## config.mk

```make
export PLATFORM = sky130hd
export DESIGN_NAME = instruction_fetch_unit
export DESIGN_NICKNAME = d
export VERILOG_FILES = /design/src/rtl/cpu_pkg.sv /design/src/rtl/next_pc_select.sv /design/src/rtl/instruction_fetch_unit.sv
export SDC_FILE = /design/constraint.sdc
export NUM_CORES = 1
export LEC_CHECK = 0
export BUFFER_PORTS_ARGS = -buffer_cell sky130_fd_sc_hd__buf_2
export CAP_MARGIN = 20
export CORE_UTILIZATION = 26
export CTS_CLUSTER_SIZE = 24
export DETAILED_ROUTE_END_ITERATION = 10
export PLACE_DENSITY = 0.48
export SYNTH_ARGS = -nofsm -noshare
export SYNTH_HDL_FRONTEND = slang
export SYNTH_HIERARCHICAL = 1
export SYNTH_SLANG_ARGS = --single-unit
```

## constraint.sdc

```tcl
create_clock -name Clk -period 2.7 [get_ports Clk]
set_input_delay 0.405 -clock Clk [delete_from_list [all_inputs] [get_ports Clk]]
set_output_delay 0.405 -clock Clk [all_outputs]
set_load 0.03 [all_outputs]
```

## src/rtl/cpu_pkg.sv

```systemverilog
// Shared fetch-side types and constants for the 5-stage datapath.
package cpu_pkg;

  localparam logic [31:0] RESET_PC   = 32'h0000_0000;
  localparam logic [31:0] HALT_WORD  = 32'hFC00_0000;
  localparam int unsigned WORD_BYTES = 4;

  typedef enum logic [1:0] {
    BOOT,
    RUN,
    HALT
  } fetch_state_t;

  typedef struct packed {
    logic [31:0] instr;
    logic [31:0] pcPlus4;
    logic        valid;
  } ifid_t;

endpackage

```

## src/rtl/next_pc_select.sv

```systemverilog
// Next-PC priority mux (branch > jump > stall > PC+4) with target alignment and fault detect.
module next_pc_select
  import cpu_pkg::*;
#(
  parameter int unsigned IMEM_WORDS = 1024
) (
  input  logic [31:0] pc_i,
  input  logic        stall_i,
  input  logic        branch_taken_i,
  input  logic [31:0] branch_target_i,
  input  logic        jump_taken_i,
  input  logic [31:0] jump_target_i,
  output logic [31:0] next_pc_o,
  output logic [31:0] pc_plus4_o,
  output logic        redirect_o,
  output logic        fault_o
);

  localparam logic [32:0] ImemBytes = 33'(IMEM_WORDS) << 2;

  logic [31:0] target;
  logic        out_of_range;

  always_comb begin
    target     = '0;
    redirect_o = 1'b0;
    pc_plus4_o = pc_i + 32'(WORD_BYTES);
    next_pc_o  = pc_plus4_o;
    if (branch_taken_i) begin
      target     = branch_target_i;
      redirect_o = 1'b1;
    end else if (jump_taken_i) begin
      target     = jump_target_i;
      redirect_o = 1'b1;
    end
    if (redirect_o) begin
      next_pc_o = {target[31:2], 2'b00};
    end else if (stall_i) begin
      next_pc_o = pc_i;
    end
  end

  assign out_of_range = {1'b0, pc_i} >= ImemBytes;
  assign fault_o      = out_of_range | (redirect_o & (target[1:0] != 2'b00));

endmodule

```

## src/rtl/instruction_fetch_unit.sv

```systemverilog
// Fetch stage: PC register, BOOT/RUN/HALT control and the IF/ID pipeline register.
module instruction_fetch_unit #(
  parameter logic [31:0] RESET_PC   = cpu_pkg::RESET_PC,
  parameter int unsigned IMEM_WORDS = 1024,
  parameter logic [31:0] HALT_WORD  = cpu_pkg::HALT_WORD
) (
  input  logic        Clk,
  input  logic        Reset,
  input  logic        stall,
  input  logic        branchTaken,
  input  logic [31:0] branchTarget,
  input  logic        jumpTaken,
  input  logic [31:0] jumpTarget,
  output logic [31:0] programCounterOut,
  input  logic [31:0] instructionIn,
  output logic [31:0] ifidInstruction,
  output logic [31:0] ifidPCPlus4,
  output logic        ifidValid,
  output logic        halted,
  output logic        fetchFault
);
  import cpu_pkg::*;

  fetch_state_t state_d, state_q;
  ifid_t        ifid_d, ifid_q;
  logic [31:0]  pc_d, pc_q;
  logic         fault_d, fault_q;

  logic [31:0] sel_next_pc;
  logic [31:0] sel_pc_plus4;
  logic        sel_redirect;
  logic        sel_fault;

  next_pc_select #(
    .IMEM_WORDS(IMEM_WORDS)
  ) u_next_pc_select (
    .pc_i           (pc_q),
    .stall_i        (stall),
    .branch_taken_i (branchTaken),
    .branch_target_i(branchTarget),
    .jump_taken_i   (jumpTaken),
    .jump_target_i  (jumpTarget),
    .next_pc_o      (sel_next_pc),
    .pc_plus4_o     (sel_pc_plus4),
    .redirect_o     (sel_redirect),
    .fault_o        (sel_fault)
  );

  always_comb begin
    state_d = state_q;
    ifid_d  = ifid_q;
    pc_d    = pc_q;
    fault_d = fault_q | sel_fault;
    // A redirect is older than anything in fetch, so it wins in every state and over stall.
    if (sel_redirect) begin
      pc_d    = sel_next_pc;
      ifid_d  = '0;
      state_d = RUN;
    end else begin
      case (state_q)
        BOOT: begin
          ifid_d  = '0;
          state_d = RUN;
        end
        RUN: begin
          if (!stall) begin
            ifid_d = '{instr: instructionIn, pcPlus4: sel_pc_plus4, valid: 1'b1};
            if (instructionIn == HALT_WORD) begin
              state_d = HALT;
            end else begin
              pc_d = sel_next_pc;
            end
          end
        end
        HALT: begin
          ifid_d = '0;
        end
        default: begin
          state_d = BOOT;
          ifid_d  = '0;
        end
      endcase
    end
  end

  always_ff @(posedge Clk or negedge Reset) begin
    if (!Reset) begin
      state_q <= BOOT;
      ifid_q  <= '0;
      pc_q    <= RESET_PC;
      fault_q <= 1'b0;
    end else begin
      state_q <= state_d;
      ifid_q  <= ifid_d;
      pc_q    <= pc_d;
      fault_q <= fault_d;
    end
  end

  assign programCounterOut = pc_q;
  assign ifidInstruction   = ifid_q.instr;
  assign ifidPCPlus4       = ifid_q.pcPlus4;
  assign ifidValid         = ifid_q.valid;
  assign halted            = (state_q == HALT);
  assign fetchFault        = fault_q;

endmodule

```

==> flow_metrics.env, run 1 <==
export IMPL_status="finished clean"
export IMPL_num_rows=58
export IMPL_ant_nets=0
export IMPL_irDropWorstVdd_uv=261
export IMPL_fill_cells=2685
export IMPL_nets=1008
export IMPL_ys_top_cells_by_area="dfrtp_1 (37%), mux2i_1 (10%), nand3_1 (5.8%)"
export IMPL_post_cts_buffers=0
export IMPL_cts_made_buffers=9
export IMPL_totalNegativeSetupSlack_ns=0
export IMPL_synth_seq_cells=100
export IMPL_grt_busiest_layer="met2"
export IMPL_maxSlewViolCount=0
export IMPL_grt_max_degree=67
export IMPL_cts_hold_buffers=0
export IMPL_core_area_um2=25400
export IMPL_synth_top_area_cell="dfrtp_1"
export IMPL_yosysSeqAreaShare_pct=36.8
export IMPL_path_max_fanout=9
export IMPL_grt_setup_unrepaired="no"
export IMPL_finalHoldViolations=0
export IMPL_timing_final_crit_share_pct=83.9
export IMPL_critPathSlowestCell="or4_4"
export IMPL_cts_tree="built"
export IMPL_wl_per_cell_um=18.9
export IMPL_ios=200
export IMPL_htreeDepth=3
export IMPL_worstSetupEndpointType="register"
export IMPL_yosys_cell_types_count=56
export IMPL_hold_ws_ns=0.100
export IMPL_synth_edff_count=0
export IMPL_clk_pin_slew_ns=0.09
export IMPL_hold_path_class="in -> async"
export IMPL_leakagePower_uw=0.00382
export IMPL_fin_skew_ns=0.0127
export IMPL_grt_first_pass_wirelength_mm=36.1
export IMPL_portBuffers=199
export IMPL_dieWidth_um=164
export IMPL_cts_repair_resized=0
export IMPL_met1_usage_pct=24.0
export IMPL_ys_flop_type="dfrtp_1"
export IMPL_dp_hpwl_mm=16.4
export IMPL_wl_mm=23.5
export IMPL_setup_violations_final=0
export IMPL_critPathArrivalTime_ns=2.51
export IMPL_drv_cap=0
export IMPL_place_ws_ns=0.468
export IMPL_synth_cells=738
export IMPL_gp_congestion=0.813
export IMPL_start_util_pct=26.8
export IMPL_tightest_slew_ns=0.814
export IMPL_slowest_delay_ns=0.68
export IMPL_antenna_cells=0
export IMPL_antenna_found_initial=0
export IMPL_yosysTopAreaCellShare_pct=36.8
export IMPL_dieArea_um2=26800
export IMPL_drc=0
export IMPL_critPathLaunchType="register"
export IMPL_grt_usage_pct=17.6
export IMPL_final_cell_mix="buf_2 (197), dfrtp_1 (100), nor2_1 (86), nand3_1 (79), mux2i_1 (68)"
export IMPL_overflow=0
export IMPL_setup_slack_ns=0.436
export IMPL_slew_headroom_pct=45.7
export IMPL_crit_chain="nand4_4 > or4_4 > nor3_4 > xnor2_1 > o21ai_1 > a22oi_1 > nand3_1"
export IMPL_clkSinkCount=100
export IMPL_synth_area_um2=6800
export IMPL_async_flop_share_pct=100
export IMPL_grt_pass1_vias=6048
export IMPL_crit_required_ns=2.94
export IMPL_cts_max_path_buffers=2
export IMPL_clock_latency_ns=0.37
export IMPL_final_min_clock_period_ns=2.26
export IMPL_yosysWarnings=6
export IMPL_vias_per_cell=5.03
export IMPL_die_h_um=164
export IMPL_syn_area_per_cell_um2=9.21
export IMPL_syn_to_final_growth_pct=22.5
export IMPL_final_common_cell="buf_2"
export IMPL_drt_pass1_iterations=5
export IMPL_max_freq_mhz=442
export IMPL_synthesis_nets=841
export IMPL_power_density_nw_per_um2=515
export IMPL_first_iter_violations=513
export IMPL_met2_usage_pct=29.2
export IMPL_clk_root_buffer_cell="clkbuf_16"
export IMPL_total_power_uw=4290
export IMPL_drive_gt1_share_pct=30.3
export IMPL_vias=6238
export IMPL_path_class="reg -> reg"
export IMPL_use_met3_pct=2.83
-- power by group --
| part | switching (uW) | internal, uW |
|---|---|---|
| sequential | 180 | 1590 |
| clock | 702 | 653 |
| combinational | 716 | 446 |
-- cells in the mapped netlist (all sizes together), types with 2 or more instances --
cell type    n
a21oi        7
a22oi       50
and2         4
and3         4
and4         5
buf         46
clkbuf      29
dfrtp      100
ha           2
inv          4
mux2i       68
nand2       23
nand3       79
nand3b       2
nand4       16
nand4b       2
nor2        88
nor2b       35
nor3         8
nor4        21
nor4b        2
o211ai      33
o21a         2
o21ai       29
o22ai        3
or2          4
or3          2
or3b         2
xnor2       31
xor2        25
-- stage by stage --
stage	util, %	instances	area, um2
floorplan	-	738	6800
global placement	31.6	1224	8040
detailed placement	31.6	1224	8040
CTS	32.8	1240	8330
global route	32.8	1240	8330
finish	32.8	1240	8330
-- kinds of logic after synthesis --
kind of cell	synth area share [%]
AND/OR/NAND/NOR	25.5
XOR/XNOR	7.21
flip-flops	36.8
buffers and inverters	7.34
adder cells (fa/ha/maj)	0.368
multiplexers	10.2
AO/OA/AOI/OAI	12.6
-- metal layers --
layer | vias up | wire length (um)
li1 | 2998 | -
met1 | 3026 | 10700
met2 | 199 | 11400
met3 | 15 | 1140
met4 | 0 | 230
met5 | - | 0
-- critical path, delay by kind of cell (launching register included) --
family,cells,cell delay (ns)
AO/OA/AOI/OAI,2,0.30
XOR/XNOR,1,0.14
AND/OR/NAND/NOR,4,1.13
flip-flops,1,0.59
-- state kept, by name (all words and copies together), names as in the netlist --
register	count
ifidPCPlus4	32
ifidInstruction	32
ifidValid	1
programCounterOut	32
fetchFault	1
state_q	2
-- cell type report --
cell class | instances | area [um2] | share of cell area, %
clock buffers | 9 | 225 | 2.70
repair buffers | 232 | 1300 | 15.6
clock inverters | 7 | 65.1 | 0.781
well taps | 330 | 413 | 4.96
inverters | 5 | 18.8 | 0.225
flip-flops and latches | 100 | 2500 | 30.0
multi-input cells | 557 | 3800 | 45.7
-- path summary, 6_finish.rpt --
path	startpoint	end	slack (ns)	cells past startpoint
worst max-delay path	programCounterOut[10]	programCounterOut[19]	0.44	7
worst min-delay path	Reset	programCounterOut[15]	0.10	1
worst max register to register	programCounterOut[10]	programCounterOut[19]	0.44	7
worst min register to register	fetchFault	fetchFault	0.48	1
max in group asynchronous	Reset	ifidInstruction[10]	1.81	2
min in group Clk	instructionIn[23]	ifidInstruction[23]	0.28	3
(Power assumes the default switching activity.)
==> run 2: changes to the inputs <==
--- a/config.mk
+++ b/config.mk
@@ -5,12 +5,13 @@
 export SDC_FILE = /design/constraint.sdc
 export NUM_CORES = 1
 export LEC_CHECK = 0
+export ABC_AREA = 1
 export BUFFER_PORTS_ARGS = -buffer_cell sky130_fd_sc_hd__buf_2
 export CAP_MARGIN = 20
 export CORE_UTILIZATION = 26
 export CTS_CLUSTER_SIZE = 24
 export DETAILED_ROUTE_END_ITERATION = 10
-export PLACE_DENSITY = 0.48
+export PLACE_DENSITY = 0.5
 export SYNTH_ARGS = -nofsm -noshare
 export SYNTH_HDL_FRONTEND = slang
 export SYNTH_HIERARCHICAL = 1
==> constraint.sdc (replaced) <==
create_clock -name Clk -period 2.05 [get_ports Clk]
set_input_delay 0.3075 -clock Clk [delete_from_list [all_inputs] [get_ports Clk]]
set_output_delay 0.3075 -clock Clk [all_outputs]
set_load 0.03 [all_outputs]
==> flow_metrics.env, run 2 <==
export IMPL_setup_violations_final=0
export IMPL_final_cell_mix="nand2_1 (335), buf_2 (198), nand3_1 (103), dfrtp_1 (100), inv_1 (64)"
export IMPL_hold_path_class="in -> reg"
export IMPL_yosysWarnings=6
export IMPL_grt_usage_pct=18.2
export IMPL_first_iter_violations=481
export IMPL_grt_first_pass_wirelength_mm=33.4
export IMPL_fill_cells=2511
export IMPL_critPathArrivalTime_ns=2.11
export IMPL_start_util_pct=26.5
export IMPL_syn_area_per_cell_um2=6.94
export IMPL_clk_root_buffer_cell="clkbuf_16"
export IMPL_portBuffers=199
export IMPL_leakagePower_uw=0.00421
export IMPL_tightest_slew_ns=0.579
export IMPL_crit_buf_inv=0
export IMPL_num_rows=55
export IMPL_ios=200
export IMPL_clk_pin_slew_ns=0.07
export IMPL_drc=2
export IMPL_power_density_nw_per_um2=702
export IMPL_synth_area_um2=5980
export IMPL_grt_pass1_vias=5968
export IMPL_ant_nets=0
export IMPL_core_area_um2=22600
export IMPL_yosysMostFrequentCell="nand2_1"
export IMPL_holdPathStages=3
export IMPL_dp_hpwl_mm=16.2
export IMPL_synth_edff_count=0
export IMPL_die_h_um=154
export IMPL_synth_seq_cells=100
export IMPL_wl_per_cell_um=15.7
export IMPL_synth_top_area_cell="dfrtp_1"
export IMPL_htreeDepth=3
export IMPL_async_flop_share_pct=100
export IMPL_worstSetupEndpointType="register"
export IMPL_ys_top_cells_by_area="dfrtp_1 (42%), nand2_1 (21%), nand3_1 (8.6%)"
export IMPL_synth_cells=861
export IMPL_grt_max_degree=42
export IMPL_drive_gt1_share_pct=25.6
export IMPL_cts_made_buffers=9
export IMPL_path_class="reg -> reg"
export IMPL_cts_tree="built"
export IMPL_max_freq_mhz=539
export IMPL_overflow=0
export IMPL_maxSlewViolCount=0
export IMPL_slew_headroom_pct=61.4
export IMPL_post_cts_buffers=0
export IMPL_dieWidth_um=154
export IMPL_wl_mm=21.1
export IMPL_irDropWorstVdd_uv=292
export IMPL_drt_pass1_iterations=8
export IMPL_antenna_cells=0
export IMPL_vias=6181
export IMPL_path_max_fanout=5
export IMPL_r2r_worst_path_cells=10
export IMPL_antenna_found_initial=0
export IMPL_slowest_delay_ns=0.43
export IMPL_cp_common_cell="nand2_1"
export IMPL_cp_depth=10
export IMPL_crit_required_ns=2.30
export IMPL_gp_congestion=0.859
export IMPL_crit_family="simple AND/OR/NAND/NOR gates"
export IMPL_final_min_clock_period_ns=1.86
export IMPL_vias_per_cell=4.61
export IMPL_grt_setup_unrepaired="no"
export IMPL_clock_latency_ns=0.36
export IMPL_hold_ws_ns=0.192
export IMPL_critPathLaunchType="register"
export IMPL_dieArea_um2=23600
export IMPL_yosysSeqAreaShare_pct=41.9
export IMPL_yosysTopAreaCellShare_pct=41.9
export IMPL_fin_skew_ns=0.0120
export IMPL_totalNegativeSetupSlack_ns=0
export IMPL_total_power_uw=5360
export IMPL_nets=1155
export IMPL_ys_top_cells_by_count="nand2_1 (335), nand3_1 (103), dfrtp_1 (100), inv_1 (64), nor2_1 (58)"
export IMPL_status="complete, but fails checks"
export IMPL_crit_chain="ha_1 > nand2_1 > nor2_4 > nand2_4 > o21ai_0 > nand2_1 > nor2_1 > o21ai_1 > nand2_1 > nand2_1"
export IMPL_synthesis_nets=964
export IMPL_dpl_cell_area_um2=7310
export IMPL_violations="design-rule violations"
export IMPL_final_cell_area_um2=7640
export IMPL_clkSinkCount=100
export IMPL_final_common_cell="nand2_1"
export IMPL_ys_flop_type="dfrtp_1"
export IMPL_finalHoldViolations=0
export IMPL_critPathSlowestCell="dfrtp_1"
export IMPL_timing_final_crit_share_pct=90.5
export IMPL_syn_to_final_growth_pct=27.7
export IMPL_yosys_cell_types_count=28
export IMPL_drv_cap=0
export IMPL_cts_max_path_buffers=2
## run 2: cell count changes after synthesis, moves of 24 or more
cell	before	now
nand2_1	23	335
nor2b_1	35	0
a22oi_1	50	19
xnor2_1	31	0
inv_1	4	64
o211ai_1	33	0
nor2_1	86	58
nand3_1	79	103
mux2i_1	68	0
## run 2: kinds of logic (layout without fill, tap and decap cells)
logic type                 count (synthesis)  after routing  share of synthesized area, %
and+or+nand+nor                          529            529                          37.7
xor gates and xnor gates                   8              8                          1.17
buffers and inverters                    115            311                          8.92
DFF                                      100            100                          41.9
AOI/OAI and AO/OA                        107            107                          9.96
adders and majority gates                  2              2                         0.419
## run 2: timing repair
action | CTS | global route
gates resized for setup | 0 | 1
hold buffers | 1 | 0
setup endpoints to repair | 0 | 2
hold endpoints to repair | 38 | 0
## run 2: stage by stage
| stage | setup slack (ns) | util, % | instances |
|---|---|---|---|
| after floorplan | 0.277 | - | 861 |
| after global placement | 0.221 | 32.4 | 1325 |
| after detailed placement | 0.210 | 32.4 | 1325 |
| after CTS | 0.194 | 33.8 | 1342 |
| after global routing | 0.0228 | 33.8 | 1342 |
| final | 0.195 | 33.8 | 1342 |
## run 2: cell type report
cell class              instances  area (um2)  share of cell area [%]
clock buffers                  10         239                    3.13
clock inverters                 6        71.3                   0.934
repair buffers                223        1240                    16.3
well taps                     285         357                    4.67
flip-flops and latches        100        2500                    32.8
inverters                      72         270                    3.54
multi-input cells             646        2950                    38.7
## run 2: power by group
| group | switching [uW] | total, uW | internal (uW) |
|---|---|---|---|
| Combinational | 890 | 1290 | 398 |
| Clock | 837 | 1830 | 990 |
| Sequential | 158 | 2250 | 2090 |
## run 2: final timing paths
kind                                       from                     to  slack [ns]
max                        programCounterOut[3]  programCounterOut[14]        0.19
min                           instructionIn[23]    ifidInstruction[23]        0.19
max reg2reg                programCounterOut[3]  programCounterOut[14]        0.19
min reg2reg                     ifidPCPlus4[23]        ifidPCPlus4[23]        0.48
max in group asynchronous                 Reset  programCounterOut[26]        0.98
min in group asynchronous                 Reset    ifidInstruction[27]        0.49
## run 2: routing by layer
metal	up-vias	track usage, %	share of wire, %
met3	11	3.13	5.9
met5	-	0	0
met2	216	28.3	44
met1	2818	26.3	49
met4	0	3.76	0.90
li1	3136	-	-
## run 2: tightest hold or removal path: stages
cell and delay [ns]:
buf_2 0.10, inv_2 0.04, o21ai_1 0.06
==> run 3: changes to the inputs <==
--- a/config.mk
+++ b/config.mk
@@ -8,10 +8,10 @@
 export ABC_AREA = 1
 export BUFFER_PORTS_ARGS = -buffer_cell sky130_fd_sc_hd__buf_2
 export CAP_MARGIN = 20
-export CORE_UTILIZATION = 26
+export CORE_UTILIZATION = 46
 export CTS_CLUSTER_SIZE = 24
 export DETAILED_ROUTE_END_ITERATION = 10
-export PLACE_DENSITY = 0.5
+export PLACE_DENSITY = 0.79
 export SYNTH_ARGS = -nofsm -noshare
 export SYNTH_HDL_FRONTEND = slang
 export SYNTH_HIERARCHICAL = 1
==> flow_metrics.env, run 3 (same netlist as run 2, synthesis figures left out) <==
export IMPL_drc=0
export IMPL_clock_latency_ns=0.35
export IMPL_antenna_found_initial=0
export IMPL_gp_congestion=0.929
export IMPL_totalNegativeSetupSlack_ns=0
export IMPL_grt_pass1_vias=5798
export IMPL_wl_mm=18.1
export IMPL_crit_family="simple AND/OR/NAND/NOR gates"
export IMPL_vias=6309
export IMPL_drt_pass1_iterations=5
export IMPL_ant_nets=0
export IMPL_critPathArrivalTime_ns=2.09
export IMPL_path_class="reg -> reg"
export IMPL_slowest_delay_ns=0.42
export IMPL_die_h_um=116
export IMPL_grt_first_pass_wirelength_mm=28.8
export IMPL_crit_chain="ha_1 > nand3_1 > nor2_1 > nand2_1 > xor2_1 > o21ai_1 > nand2_1 > nand2_1 > nand2_1"
export IMPL_htreeDepth=3
export IMPL_p_int_uw=3370
export IMPL_post_cts_buffers=0
export IMPL_slew_headroom_pct=67.4
export IMPL_leakagePower_uw=0.00418
export IMPL_switching_share_pct=34.4
export IMPL_clk_pin_slew_ns=0.07
export IMPL_finalHoldViolations=0
export IMPL_crit_buf_inv=0
export IMPL_critPathLaunchType="register"
export IMPL_setup_violations_final=0
export IMPL_cts_made_buffers=9
export IMPL_path_max_fanout=5
export IMPL_fill_cells=1234
export IMPL_max_freq_mhz=539
export IMPL_final_min_clock_period_ns=1.85
export IMPL_grt_usage_pct=28.0
export IMPL_dieWidth_um=116
export IMPL_final_common_cell="nand2_1"
export IMPL_combPwrFrac_pct=24.4
export IMPL_dp_hpwl_mm=13.5
export IMPL_cp_common_cell="nand2_1"
export IMPL_power_frac_seq_pct=43.8
export IMPL_cts_tree="built"
export IMPL_drive_gt1_share_pct=25.3
export IMPL_grt_setup_unrepaired="no"
export IMPL_cts_max_path_buffers=2
export IMPL_syn_to_final_growth_pct=24.0
export IMPL_critPathSlowestCell="dfrtp_1"
export IMPL_num_rows=41
export IMPL_drv_cap=0
export IMPL_finish_utilization_pct=58.5
export IMPL_ios=200
export IMPL_hold_ws_ns=0.203
export IMPL_status="finished clean"
export IMPL_tightest_slew_ns=0.489
export IMPL_fin_skew_ns=0.00654
export IMPL_p_clk_share_pct=31.8
export IMPL_antenna_cells=0
export IMPL_grt_max_degree=46
export IMPL_timing_final_crit_share_pct=90.5
export IMPL_clkSinkCount=100
export IMPL_worstSetupEndpointType="register"
export IMPL_final_cell_mix="nand2_1 (335), buf_2 (198), nand3_1 (103), dfrtp_1 (100), inv_1 (64)"
export IMPL_maxSlewViolCount=0
export IMPL_core_area_um2=12700
export IMPL_regToRegSetupSlack_ns=0.20
export IMPL_dieArea_um2=13500
export IMPL_first_iter_violations=502
export IMPL_vias_per_cell=5.15
export IMPL_overflow=0
export IMPL_clk_root_buffer_cell="clkbuf_16"
export IMPL_start_util_pct=47.2
export IMPL_irDropWorstVdd_uv=373
export IMPL_portBuffers=199
export IMPL_switchingPower_uw=1770
export IMPL_wl_per_cell_um=14.8
export IMPL_nets=1152
export IMPL_hold_path_class="in -> reg"
export IMPL_crit_required_ns=2.28
export IMPL_power_density_nw_per_um2=692
## run 3: changes by cell type in the layout (fill, tap and decap cells not counted), sizes merged
| cell | previous run | this run |
|---|---|---|
| clkinv | 2 | 1 |
| clkbuf | 10 | 12 |
| buf | 222 | 219 |
| bufinv | 1 | 0 |
| clkinvlp | 2 | 1 |
## run 3: power by group through the flow
stage / sequential, uW / clock [uW] / combinational, uW
6_report: 2250 / 1630 / 1250
5_1_grt: 2270 / 1730 / 1380
3_3_place_gp: 2280 / 0 / 1230
3_5_place_dp: 2280 / 0 / 1240
2_1_floorplan: 2490 / 0 / 551
4_1_cts: 2250 / 1650 / 1240
## run 3: area by class of cell
cell class                 instances  area [um2]  share of cell area [%]
clock buffer                      12         256                    3.46
timing repair buffer             220        1200                    16.1
clock inverter                     3        21.3                   0.287
multi-input combinational        646        2950                    39.8
sequential                       100        2500                    33.7
tap                              172         215                    2.90
inverter                          72         270                    3.64
## run 3: worst reg2reg max path: stages, from the launching register on
cell and delay [ns]:
dfrtp_1 0.42, ha_1 0.24, nand3_1 0.12, nor2_1 0.22
nand2_1 0.20, xor2_1 0.22, o21ai_1 0.14, nand2_1 0.06
nand2_1 0.07, nand2_1 0.06
## run 3: path summary, 6_finish.rpt
| path | cells past startpoint | to | start |
|---|---|---|---|
| setup / recovery | 9 | programCounterOut[12] | programCounterOut[3] |
| hold / removal | 3 | ifidInstruction[29] | instructionIn[29] |
| setup reg to reg | 9 | programCounterOut[12] | programCounterOut[3] |
| hold reg to reg | 2 | ifidPCPlus4[25] | ifidPCPlus4[25] |
| max in group asynchronous | 3 | programCounterOut[19] | Reset |
| min in group asynchronous | 2 | ifidInstruction[26] | Reset |
## run 3: routing by layer
layer / track usage, % / wire (um) / up-vias
met4: 7.01 / 239 / 0
met5: 0 / 0 / -
met3: 5.28 / 1450 / 17
met1: 38.4 / 8120 / 2879
li1: - / - / 3121
met2: 45.5 / 8340 / 292
## run 3: timing repair
action	4_1_cts	5_1_grt
gates resized for setup	0	1
hold buffers	1	0
endpoints found under the setup margin	0	1
hold endpoints to repair	34	0
## run 3: metrics by stage
| stage | cell area (um2) | worst slack [ns] | cells | power, uW |
|---|---|---|---|---|
| finish | 7420 | 0.195 | 1225 | 5130 |
| global route | 7420 | 0.00839 | 1225 | 5380 |
| CTS | 7410 | 0.237 | 1225 | 5140 |
| detailed placement | 7120 | 0.195 | 1209 | 3520 |
| global placement | 7120 | 0.264 | 1209 | 3510 |
| floorplan | 5980 | 0.277 | 861 | 3040 |
